`config.mk`:
```
export PLATFORM = sky130hd
export DESIGN_NAME = dmem_port_arbiter
export DESIGN_NICKNAME = d
export VERILOG_FILES = /design/src/rtl/dmem_port_arbiter_pkg.sv /design/src/rtl/dmem_arb_starve_ctr.sv /design/src/rtl/dmem_port_arbiter.sv
export SDC_FILE = /design/constraint.sdc
export NUM_CORES = 1
export LEC_CHECK = 0
export CAP_MARGIN = 20
export CORE_UTILIZATION = 42
export CTS_BUF_LIST = sky130_fd_sc_hd__clkbuf_8
export DETAILED_ROUTE_END_ITERATION = 8
export PLACE_DENSITY = 0.83
export SLEW_MARGIN = 30
export SYNTH_ARGS = -nofsm -noshare
export SYNTH_HDL_FRONTEND = slang
export SYNTH_HIERARCHICAL = 1
export SYNTH_SLANG_ARGS = --single-unit
```
`constraint.sdc`:
```
create_clock -name clk -period 2.23 [get_ports clk]
set_input_delay 0.669 -clock clk [delete_from_list [all_inputs] [get_ports clk]]
set_output_delay 0.669 -clock clk [all_outputs]
set_load 0.05 [all_outputs]
```
`src/rtl/dmem_port_arbiter_pkg.sv`:
```
// Shared types and constants for the data-memory port arbiter.
//   state_t          : access sequencer states
//   GNT_CPU/GNT_DBG  : grant id encoding (which requester owns the access)
//   DEF_DATA_W/ADDR_W: default bus widths
package dmem_port_arbiter_pkg;

   localparam int DEF_DATA_W = 32;
   localparam int DEF_ADDR_W = 32;

   localparam logic GNT_CPU = 1'b0;
   localparam logic GNT_DBG = 1'b1;

   typedef enum logic [1:0] {
      IDLE,
      ISSUE,
      WAIT,
      ACK
   } state_t;

endpackage

```
`src/rtl/dmem_arb_starve_ctr.sv`:
```
// Saturating starve counter for the debug requester.
//   clk, rst  : clock, async active-low reset
//   req       : debug request pending
//   granted   : debug owns (or is being given) the memory this cycle
//   force_win : debug has waited STARVE_MAX cycles and must win next arbitration
module dmem_arb_starve_ctr #(
   parameter int STARVE_MAX = 4
) (
   input  logic clk,
   input  logic rst,
   input  logic req,
   input  logic granted,
   output logic force_win
);

   localparam int CNT_W = $clog2(STARVE_MAX + 1);

   logic [CNT_W-1:0] cnt;

   always_ff @(posedge clk or negedge rst) begin
      if (!rst) begin
         cnt <= '0;
      end else if (!req || granted) begin
         cnt <= '0;
      end else if (cnt != CNT_W'(STARVE_MAX)) begin
         cnt <= cnt + 1'b1;
      end
   end

   assign force_win = req && (cnt >= CNT_W'(STARVE_MAX));

endmodule

```
`src/rtl/dmem_port_arbiter.sv`:
```
// Shares one single-port synchronous data memory between the CPU MEM stage
// and a debug/loader port. Each access runs issue -> latency wait -> ack.
//   clk, rst                               : clock, async active-low reset
//   cpu_req/we/addr/wdata, cpu_ack/rdata   : CPU request/response
//   cpu_stall                              : cpu_req & ~cpu_ack (combinational)
//   dbg_req/we/addr/wdata, dbg_ack/rdata   : debug request/response
//   mem_en/we/addr/wdata, mem_rdata        : memory macro interface
//   busy                                   : sequencer not idle
//
// state | meaning
// IDLE  | arbitrate; latch winner's command into mem_* registers
// ISSUE | mem_en strobe high for one cycle, load latency counter
// WAIT  | count down memory latency, capture read data at zero
// ACK   | one-cycle ack pulse to the granted requester
module dmem_port_arbiter
   import dmem_port_arbiter_pkg::*;
#(
   parameter int DATA_W     = DEF_DATA_W,
   parameter int ADDR_W     = DEF_ADDR_W,
   parameter int MEM_LAT    = 1,
   parameter int STARVE_MAX = 4
) (
   input  logic              clk,
   input  logic              rst,
   input  logic              cpu_req,
   input  logic              cpu_we,
   input  logic [ADDR_W-1:0] cpu_addr,
   input  logic [DATA_W-1:0] cpu_wdata,
   output logic              cpu_ack,
   output logic [DATA_W-1:0] cpu_rdata,
   output logic              cpu_stall,
   input  logic              dbg_req,
   input  logic              dbg_we,
   input  logic [ADDR_W-1:0] dbg_addr,
   input  logic [DATA_W-1:0] dbg_wdata,
   output logic              dbg_ack,
   output logic [DATA_W-1:0] dbg_rdata,
   output logic              mem_en,
   output logic              mem_we,
   output logic [ADDR_W-1:0] mem_addr,
   output logic [DATA_W-1:0] mem_wdata,
   input  logic [DATA_W-1:0] mem_rdata,
   output logic              busy
);

   localparam int LAT_W = (MEM_LAT > 1) ? $clog2(MEM_LAT) : 1;

   state_t           state;
   logic             gnt;
   logic [LAT_W-1:0] lat_cnt;
   logic             force_win;
   logic             dbg_wins;
   logic             dbg_granted;

   // CPU has priority unless debug has been starved long enough.
   assign dbg_wins = dbg_req && (force_win || !cpu_req);

   // Debug counts as granted both at the arbitration instant and for the whole
   // access it owns, so it never accrues starvation against itself.
   assign dbg_granted = (state == IDLE) ? dbg_wins : (gnt == GNT_DBG);

   assign cpu_stall = cpu_req & ~cpu_ack;

   dmem_arb_starve_ctr #(
      .STARVE_MAX (STARVE_MAX)
   ) u_starve (
      .clk       (clk),
      .rst       (rst),
      .req       (dbg_req),
      .granted   (dbg_granted),
      .force_win (force_win)
   );

   always_ff @(posedge clk or negedge rst) begin
      if (!rst) begin
         state     <= IDLE;
         gnt       <= GNT_CPU;
         lat_cnt   <= '0;
         mem_en    <= 1'b0;
         mem_we    <= 1'b0;
         mem_addr  <= '0;
         mem_wdata <= '0;
         cpu_ack   <= 1'b0;
         dbg_ack   <= 1'b0;
         cpu_rdata <= '0;
         dbg_rdata <= '0;
         busy      <= 1'b0;
      end else begin
         mem_en  <= 1'b0;
         cpu_ack <= 1'b0;
         dbg_ack <= 1'b0;
         case (state)
            IDLE: begin
               if (cpu_req || dbg_req) begin
                  gnt       <= dbg_wins ? GNT_DBG : GNT_CPU;
                  mem_we    <= dbg_wins ? dbg_we    : cpu_we;
                  mem_addr  <= dbg_wins ? dbg_addr  : cpu_addr;
                  mem_wdata <= dbg_wins ? dbg_wdata : cpu_wdata;
                  mem_en    <= 1'b1;
                  busy      <= 1'b1;
                  state     <= ISSUE;
               end
            end
            ISSUE: begin
               lat_cnt <= LAT_W'(MEM_LAT - 1);
               state   <= WAIT;
            end
            WAIT: begin
               if (lat_cnt == '0) begin
                  if (!mem_we) begin
                     if (gnt == GNT_DBG) dbg_rdata <= mem_rdata;
                     else                cpu_rdata <= mem_rdata;
                  end
                  if (gnt == GNT_DBG) dbg_ack <= 1'b1;
                  else                cpu_ack <= 1'b1;
                  state <= ACK;
               end else begin
                  lat_cnt <= lat_cnt - 1'b1;
               end
            end
            ACK: begin
               busy  <= 1'b0;
               state <= IDLE;
            end
            default: state <= IDLE;
         endcase
      end
   end

endmodule

```
==> results.sh <==
export IMPL_outcome="completed"
export IMPL_cts_made_buffers=17
export IMPL_grt_ovfl_total=0
export IMPL_placedCellCount=1001
export IMPL_relSlewSlack=0.642
export IMPL_drv_cap=0
export IMPL_dp_slack_ns=-0.00201
export IMPL_grt_use_total=0.244
export IMPL_synthArstFlopShare=1.00
export IMPL_cpMaxStageDelayCell="clkdlybuf4s50_1"
export IMPL_synthDominantCellAreaShare=0.573
export IMPL_cts_hold_buf=0
export IMPL_grt_pass1_wl_um=27800
export IMPL_io_buffer_count=299
export IMPL_nets=1011
export IMPL_slowest_delay_ns=0.48
export IMPL_cp_end_kind="primary output"
export IMPL_cts_root_buffer="clkbuf_8"
export IMPL_die_h_um=122
export IMPL_required_ns=1.56
export IMPL_rsz0062_at_grt="false"
export IMPL_grt_max_degree=53
export IMPL_fin_area_um2=9520
export IMPL_cts_tree="built"
export IMPL_hold_violations=0
export IMPL_routedWlPerCell_um=17.4
export IMPL_drc=0
export IMPL_cts_setup_buffers=0
export IMPL_drtPass1Iterations=5
export IMPL_fmax_mhz=462
export IMPL_peakVddDrop_mv=0.717
export IMPL_fill_cells=1081
export IMPL_die_area_um2=14900
export IMPL_avgViaCountPerCell=5.36
export IMPL_setup_tns_ns=0
export IMPL_clock_sinks=139
export IMPL_cts_max_level=4
export IMPL_cp_top_family="buffers and inverters"
export IMPL_yosys_warnings=6
export IMPL_post_route_period_util=0.970
export IMPL_clk_path_buf_depth=2
export IMPL_dp_hpwl_um=13100
export IMPL_final_util=0.681
export IMPL_synth_area_leaders="dfrtp_1 (57%), mux2_2 (10%), a31oi_1 (6.8%), nand3_1 (5.6%), o21ai_0 (4.9%)"
export IMPL_worst_slack_ns=0.0660
export IMPL_avgSynthCellArea_um2=11.0
export IMPL_r2r_cells=5
export IMPL_wl_um=18000
export IMPL_clk_pin_slew_worst_paths_ns=0.08
export IMPL_cp_start_kind="input pin"
export IMPL_worstPathMaxFanout=2
export IMPL_pin_count=300
export IMPL_period_minus_slack_ns=2.16
export IMPL_worstPathCellList="clkdlybuf4s50_1 > nor2b_2 > buf_12"
export IMPL_core_um2=14000
export IMPL_critPathBufInv=2
export IMPL_synth_edff_count=0
export IMPL_yosysUniqueCellTypes=29
export IMPL_num_rows=43
export IMPL_syn_inst=554
export IMPL_dpl_instance_area_um2=9210
export IMPL_worstSetupPathType="input pin to primary output"
export IMPL_gp_congestion=0.798
export IMPL_drive_gt1_frac=0.158
export IMPL_power_leakage_nw=4.01
export IMPL_syn_cell_area_um2=6070
export IMPL_vias=5532
export IMPL_synth_nets=725
export IMPL_die_w_um=122
export IMPL_ys_flop_type="dfrtp_1"
export IMPL_pwr_density_cell_nw_per_um2=1650
export IMPL_hold_class="input pin to async pin"
export IMPL_clk_latency_ns=0.45
export IMPL_n_antenna_cell=0
export IMPL_start_util=0.434
export IMPL_grt_pass1_vias=5587
export IMPL_worstMarginPinSlew_ns=0.540
export IMPL_slew_viol_final=0
export IMPL_syn_to_final_growth_pct=56.8
export IMPL_final_cells=1033
export IMPL_crit_cells=3
export IMPL_drt_iter0_markers=428
export IMPL_ys_seq_elements=139
export IMPL_yosys_area_top_type="dfrtp_1"
export IMPL_setup_violations=0
export IMPL_finClkSkew_ns=0.00941
export IMPL_cp_arrival_ns=1.49
export IMPL_ys_seq_area_frac=0.573
export IMPL_antenna_left=0
export IMPL_antenna_found_initial=0
cell usage in the layout (no fill, tap or decap), types with 4 or more instances in the layout:
cell type        synthesis  layout
clkdlybuf4s50_1          0     163
dfrtp_1                139     139
dlygate4sd2_1            0     111
nor2_1                  70      70
nand3_1                 68      68
a31oi_1                 66      66
o21ai_0                 59      59
mux2_2                  54      54
buf_4                    7      32
clkbuf_8                 0      20
mux2_1                  12      12
buf_12                   0       9
o21ai_1                  7       7
inv_1                    4       6
ha_1                     5       5
bufinv_16                0       4
cell families (layout without fill, tap and decap cells):
logic type / Yosys count / in the layout / share of synthesized area
AO/OA/AOI/OAI: 138 / 138 / 0.130
adder cells (fa/ha/maj): 5 / 5 / 0.0103
buffers and inverters: 55 / 354 / 0.0486
flip-flops: 139 / 139 / 0.573
multiplexers: 66 / 66 / 0.122
AND/OR/NAND/NOR: 151 / 151 / 0.116
cells in the mapped netlist (2+ instances only):
| library cell | count |
|---|---|
| nor2_1 | 70 |
| buf_6 | 5 |
| and2_1 | 2 |
| clkbuf_1 | 18 |
| buf_4 | 7 |
| nand2_1 | 2 |
| nor2b_1 | 2 |
| a21oi_1 | 2 |
| a31oi_1 | 66 |
| ha_1 | 5 |
| inv_1 | 4 |
| nand3_1 | 68 |
| buf_2 | 20 |
| nand2b_1 | 2 |
| o21ai_0 | 59 |
| o21ai_1 | 7 |
| mux2_2 | 54 |
| mux2_1 | 12 |
| dfrtp_1 | 139 |
area by class of cell:
cell class	instances	area, um2	area share
timing repair buffer	317	3040	0.319
tap	180	225	0.0237
sequential	139	3480	0.365
clock inverter	12	170	0.0179
inverter	5	18.8	0.00197
clock buffer	20	275	0.0289
multi-input combinational	360	2310	0.243
metrics by stage:
step	hold slack, ns	power (mW)
6_report	0.131	15.7
5_1_grt	0.125	16.5
4_1_cts	0.121	15.8
3_5_place_dp	0.476	14.3
3_3_place_gp	0.466	14.0
2_1_floorplan	0.373	10.8
worst paths after layout:
path / from / to / slack [ns]
worst max-delay path: cpu_req / cpu_stall / 0.07
worst min-delay path: rst / dbg_rdata[8]$_DFFE_PN0P_ / 0.13
worst max register to register: state[0]$_DFFE_PN0P_ / cpu_rdata[5]$_DFFE_PN0P_ / 0.53
worst min register to register: cpu_rdata[22]$_DFFE_PN0P_ / cpu_rdata[22]$_DFFE_PN0P_ / 0.48
max in group asynchronous: rst / mem_wdata[19]$_DFFE_PN0P_ / 1.51
min in group clk: cpu_rdata[22]$_DFFE_PN0P_ / cpu_rdata[22]$_DFFE_PN0P_ / 0.48
sequential cells by signal, summed over array words and instances (netlist names):
signal	flops
cpu_rdata	32
dbg_rdata	32
mem_addr	32
mem_wdata	32
u_starve/cnt	3
state	2
busy	1
cpu_ack	1
dbg_ack	1
gnt	1
mem_en	1
mem_we	1
power by group:
part           internal [mW]  switching (mW)
Clock                   1.30           0.953
Sequential              3.80           0.666
Combinational           2.71            6.27
Total                   7.81            7.89
per-layer routing:
metal	GRT usage	routed length [um]
met2	0.408	8850
met1	0.279	6930
met5	0	0
met4	0.110	552
met3	0.0860	1640
what timing repair did:
action,CTS,global route
endpoints found under the hold margin,0,0
setup endpoints to repair,112,0
gates resized for setup,112,0
No activity file was read; power rests on OpenSTA's default activity.
==> edit 1 (config.mk and constraints unchanged) <==
Encoding of `state_t`: now one-hot (4 bits for 4 states).
--- a/src/rtl/dmem_port_arbiter_pkg.sv
+++ b/src/rtl/dmem_port_arbiter_pkg.sv
@@ -11,9 +11,9 @@
    localparam logic GNT_DBG = 1'b1;
 
-   typedef enum logic [1:0] {
-      IDLE,
-      ISSUE,
-      WAIT,
-      ACK
+   typedef enum logic [3:0] {
+      IDLE  = 4'b0001,
+      ISSUE = 4'b0010,
+      WAIT  = 4'b0100,
+      ACK   = 4'b1000
    } state_t;
 
Behaviour: same outputs for any inputs over 4 cycles, from zero or initial values and one cycle with rst low; so few cycles prove little.
==> edit 1 against the unedited design <==
  * Synthesized area is 3.7% lower
  * Routed wire length is 3.6% higher
  * Combinational power is 1% lower
  * Core utilization is 2.0 points higher
  * Count of clock-buffer cells in the layout stayed put
  * Sequential cell count is 2 higher
  * Power is 0.69% lower
  * Design area is 1.3% lower
  * Worst hold slack worse by 0.033 ns
  * Worst setup slack worse by 0.00071 ns
  * Synthesized cell count is 25% lower
  * Die area is 3.6% lower
  * Via count is 8.3% lower
  * Clock power is 2% lower
  * Critical path type unchanged
==> edit 1: results (changes against the unedited design) <==
* Worst Max-Slew Pin Slew at 0.566 ns (was 0.540 ns)
* Share of layout cells above drive strength 1 at 0.204 (was 0.158)
* Syn_area_per_cell at 14.2 µm² (was 11.0 µm²)
* Met1 usage at 0.287 (was 0.279)
* Area grow syn2layout at 60.6% (was 56.8%)
* Met3 usage at 0.100 (was 0.0860)
* Met2 Usage GRT at 0.447 (was 0.408)
* DR WL/cell at 20.7 µm (was 17.4 µm)
* Distinct cells, synth at 30 (was 29)
* Non-clk buf share at 0.325 (was 0.319)
* #MultiIn Comb at 228 (was 360)
* Status: finished, final reports clean (unchanged)
* # clock sinks at 141 (was 139)
* RR Endpoint: u_starve/cnt[2]$_DFFE_PN0P_ (was cpu_rdata[5]$_DFFE_PN0P_)
* Pre-CTS WS at -0.0583 ns (was -0.00201 ns)
* Fill cells at 998 (was 1,081)
* Drt via density at 5.65 (was 5.36)
* Mapped Nets at 581 (was 725)
* Synth Cell Area at 5850 µm² (was 6070 µm²)
* Met2 wire len at 9390 µm (was 8850 µm)
* Area fraction in compound gates after synthesis at 0.207 (was 0.130)
* Largest cells by area after synthesis: dfrtp_1 (60%), mux2_2 (13%), a2bb2oi_1 (9.7%) (was dfrtp_1 (57%), mux2_2 (10%), a31oi_1 (6.8%))
* Worst Reg-to-Reg Cells at 4 (was 5)
* Vias in the first global route at 5,465 (was 5,587)
* Routed WL at 18,600 µm (was 18,000 µm)
* Sequential fraction of the synthesis area at 0.604 (was 0.573)
* Clock buf/inv share at 0.0464 (was 0.0468)
* Largest net degree at the start of global routing at 62 (was 53)
* GRT Total Usage at 0.262 (was 0.244)
* Final period utilization at 0.971 (was 0.970)
* R2R Path Start: state[0]$_DFFE_PN1P_ (was state[0]$_DFFE_PN0P_)
* Multi-input gate area at 2140 µm² (was 2310 µm²)
* Clock Skew at 0.0121 ns (was 0.00941 ns)
* Mux cell area share after synthesis at 0.125 (was 0.122)
* Most frequent cells after synthesis: dfrtp_1 (140), a2bb2oi_1 (65), mux2_2 (65), o32ai_1 (65), clkbuf_1 (24) (was dfrtp_1 (139), nor2_1 (70), nand3_1 (68))
* Leak at 3.92 nW (was 4.01 nW)
* Non-clk invs at 3 (was 5)
* RePlAce Congestion at 0.829 (was 0.798)
* Non-clock buffers at 318 (was 317)
* DRT Pass-1 Iters at 4 (was 5)
-- edit 1: worst min path at each step --
stage / to / slack [ns] / cells after the start
6_report: mem_addr[15]$_DFFE_PN0P_ / 0.1 / 1
5_1_grt: mem_addr[15]$_DFFE_PN0P_ / 0.08 / 1
4_1_cts: mem_addr[15]$_DFFE_PN0P_ / 0.08 / 1
3_5_place_dp: cpu_rdata[5]$_DFFE_PN0P_ / 0.49 / 1
3_3_place_gp: dbg_rdata[20]$_DFFE_PN0P_ / 0.49 / 1
2_1_floorplan: busy$_DFFE_PN0P_ / 0.37 / 0
-- edit 1: power by group --
group          internal (mW)  leakage, nW  switching, mW
combinational           2.86         2.10           6.03
clock                   1.21        0.214          0.997
sequential              3.80         1.60          0.704
total                   7.87         3.92           7.73
-- edit 1: cell families after synthesis --
kind of cell,Yosys count
buf+inv,44
fa+ha+maj,2
simple gates,21
compound gates,140
mux,65
flops,141
-- edit 1: worst max-delay path: stages --
cell             delay, ns
clkdlybuf4s50_1       0.48
nor2b_2               0.19
buf_12                0.15
==> edit 2 (config.mk and constraints unchanged) <==
Without the edit above. `MEM_LAT`: 1 -> 2.
--- a/src/rtl/dmem_port_arbiter.sv
+++ b/src/rtl/dmem_port_arbiter.sv
@@ -18,5 +18,5 @@
    parameter int DATA_W     = DEF_DATA_W,
    parameter int ADDR_W     = DEF_ADDR_W,
-   parameter int MEM_LAT    = 1,
+   parameter int MEM_LAT    = 2,
    parameter int STARVE_MAX = 4
 ) (
Formal check against the unedited RTL: not equivalent (Yosys sat finds a counterexample within 4 cycles, from zero or initial values and one cycle with rst low).
==> edit 2 against the unedited design <==
  * Core utilization up 0.44 points
  * Synthesized area up 1.0%
  * Sequential cell count up 1
  * Power down 3.4%
  * Design area up 1.0%
  * Worst setup slack worse by 0.0049 ns
  * Routed wire length up 0.65%
  * Largest power group unchanged
  * Critical path depth unchanged
==> edit 2: results (changes against the unedited design) <==
* Slew headroom at 0.643 (was 0.642)
* Met2 Usage GRT at 0.444 (was 0.408)
* Post-DP Area at 9350 µm² (was 9210 µm²)
* 1st-iter DRT viols at 350 (was 428)
* Share of layout cells above drive strength 1 at 0.163 (was 0.158)
* Synthesized instance count at 563 (was 554)
* Input/output buffers at 299 (unchanged)
* RePlAce Congestion at 0.803 (was 0.798)
* DRT Pass-1 Iters at 5 (unchanged)
* Worst Path Arrival at approximately 1.5 ns
* # hold bufs at CTS at 0 (unchanged)
* Reg2reg setup slack at 0.45 ns (was 0.53 ns)
* Clk root buf: clkbuf_8 (unchanged)
* Clock Skew at 0.0145 ns (was 0.00941 ns)
* Drt via density at 5.30 (was 5.36)
* Status: finished, final reports clean (unchanged)
* Largest cells by area after synthesis: dfrtp_1 (57%), mux2_2 (11%), a31oi_1 (6.7%) (was dfrtp_1 (57%), mux2_2 (10%), a31oi_1 (6.8%))
* First-pass GRT wire length at 28,000 µm (was 27,800 µm)
* GR peak layer: met2 (unchanged)
* Sequential fraction of the synthesis area at 0.571 (was 0.573)
* Max IR drop VDD at 0.000831 V (was 0.000717 V)
* Min-Delay Path Class: in -> async (unchanged)
* Met1 usage at 0.261 (was 0.279)
* Asr flop ratio synth at 1.00 (unchanged)
* Clock transition at path regs at ~0.090 ns
* Worst Setup EP: cpu_stall (unchanged)
* Leak at 4.17 nW (was 4.01 nW)
* Largest net degree at the start of global routing at 66 (was 53)
* RR Endpoint: cpu_rdata[8]$_DFFE_PN0P_ (was cpu_rdata[5]$_DFFE_PN0P_)
* DP HPWL at 13,300 µm (was 13,100 µm)
* Synth warn at 6 (unchanged)
* GRT Total Usage at 0.244 (about the same)
* Crit path from: cpu_req (unchanged)
* Distinct cells, synth at 31 (was 29)
* Clock buffer count from CTS at 17 (unchanged)
* Routed WL at 18,100 µm (was 18,000 µm)
* Initial antenna violation count at 0 (unchanged)
* Skew-Pair Late Insertion Delay at approximately 0.44 ns
* Most frequent cells after synthesis: dfrtp_1 (140), nor2_1 (69), nand3_1 (68) (was dfrtp_1 (139), nor2_1 (70), nand3_1 (68))
* CTS max path bufs at 2 (unchanged)
* Diode count at 0 (unchanged)
* Vias post-DR at 5,542 (was 5,532)
* Critical path fanouts, max at 2 (unchanged)
* Post-layout nets at 1,025 (was 1,011)
* CTS H-tree depth at 4 (unchanged)
* WHS at 0.145 ns (was 0.131 ns)
* Clock period minus final worst setup slack at 2.17 ns (was 2.16 ns)
* Met3 usage at 0.0730 (was 0.0860)
* R2R Path Start: state[0]$_DFFE_PN0P_ (unchanged)
* Nature of the critical path endpoint: output pin (unchanged)
* Worst Reg-to-Reg Cells at 6 (was 5)
* Mapped Nets at 736 (was 725)
* Vias in the first global route at 5,647 (was 5,587)
* Hold Vio Cnt, Final at 0 (unchanged)
* Pre-CTS WS at -0.0418 ns (was -0.00201 ns)
edit 2: cell types whose count changed in the layout (fill, tap and decap cells not counted), moves of 3 or more:
cell,before,now
mux2_1,12,4
buf_4,32,28
inv_8,0,3
clkbuf_8,20,17
dlygate4sd2_1,111,117
mux2_2,54,61
inv_6,1,4
edit 2: layout make-up:
| type | count | area (µm²) |
|---|---|---|
| clock buffer | 17 | 234 |
| sequential | 140 | 3500 |
| inverter | 8 | 30.0 |
| clock inverter | 15 | 178 |
| fill | 1080 | 4420 |
| multi-input combinational | 365 | 2360 |
| timing repair buffer | 320 | 3080 |
| tap | 180 | 225 |
edit 2: logic make-up (layout without fill, tap and decap cells):
group,count (synthesis),after routing,share of synthesized area
adders and majority gates,7,7,0.0143
muxes,67,67,0.123
and+or+nand+nor,151,151,0.117
AOI/OAI and AO/OA,140,140,0.130
buffers and inverters,58,360,0.0451
DFF,140,140,0.571
edit 2: what timing repair did:
item / 4_1_cts / 5_1_grt
setup endpoints to repair: 118 / 0
resized for setup: 118 / 0
setup buffers: 0 / 0
edit 2: power by group:
group | internal (mW) | total (mW) | switching (mW)
clock network | 1.03 | 2.11 | 1.08
logic | 2.57 | 8.62 | 6.05
registers | 3.77 | 4.43 | 0.661
total | 7.37 | 15.2 | 7.80
edit 2: routing by layer:
layer  routed length, µm  share of wire
met4                 438          0.024
met5                   0              0
met2                9080           0.50
met3                1540          0.085
met1                7030           0.39
edit 2: stage by stage:
step                setup TNS, ns   util
CTS                             0  0.685
floorplan                       0      -
global placement                0  0.666
global route                    0  0.685
finish                          0  0.685
detailed placement        -0.0730  0.666
edit 2: critical path, cell delays in order:
cell and delay, ns:
clkdlybuf4s50_1 0.48, nor2b_2 0.19, buf_12 0.15
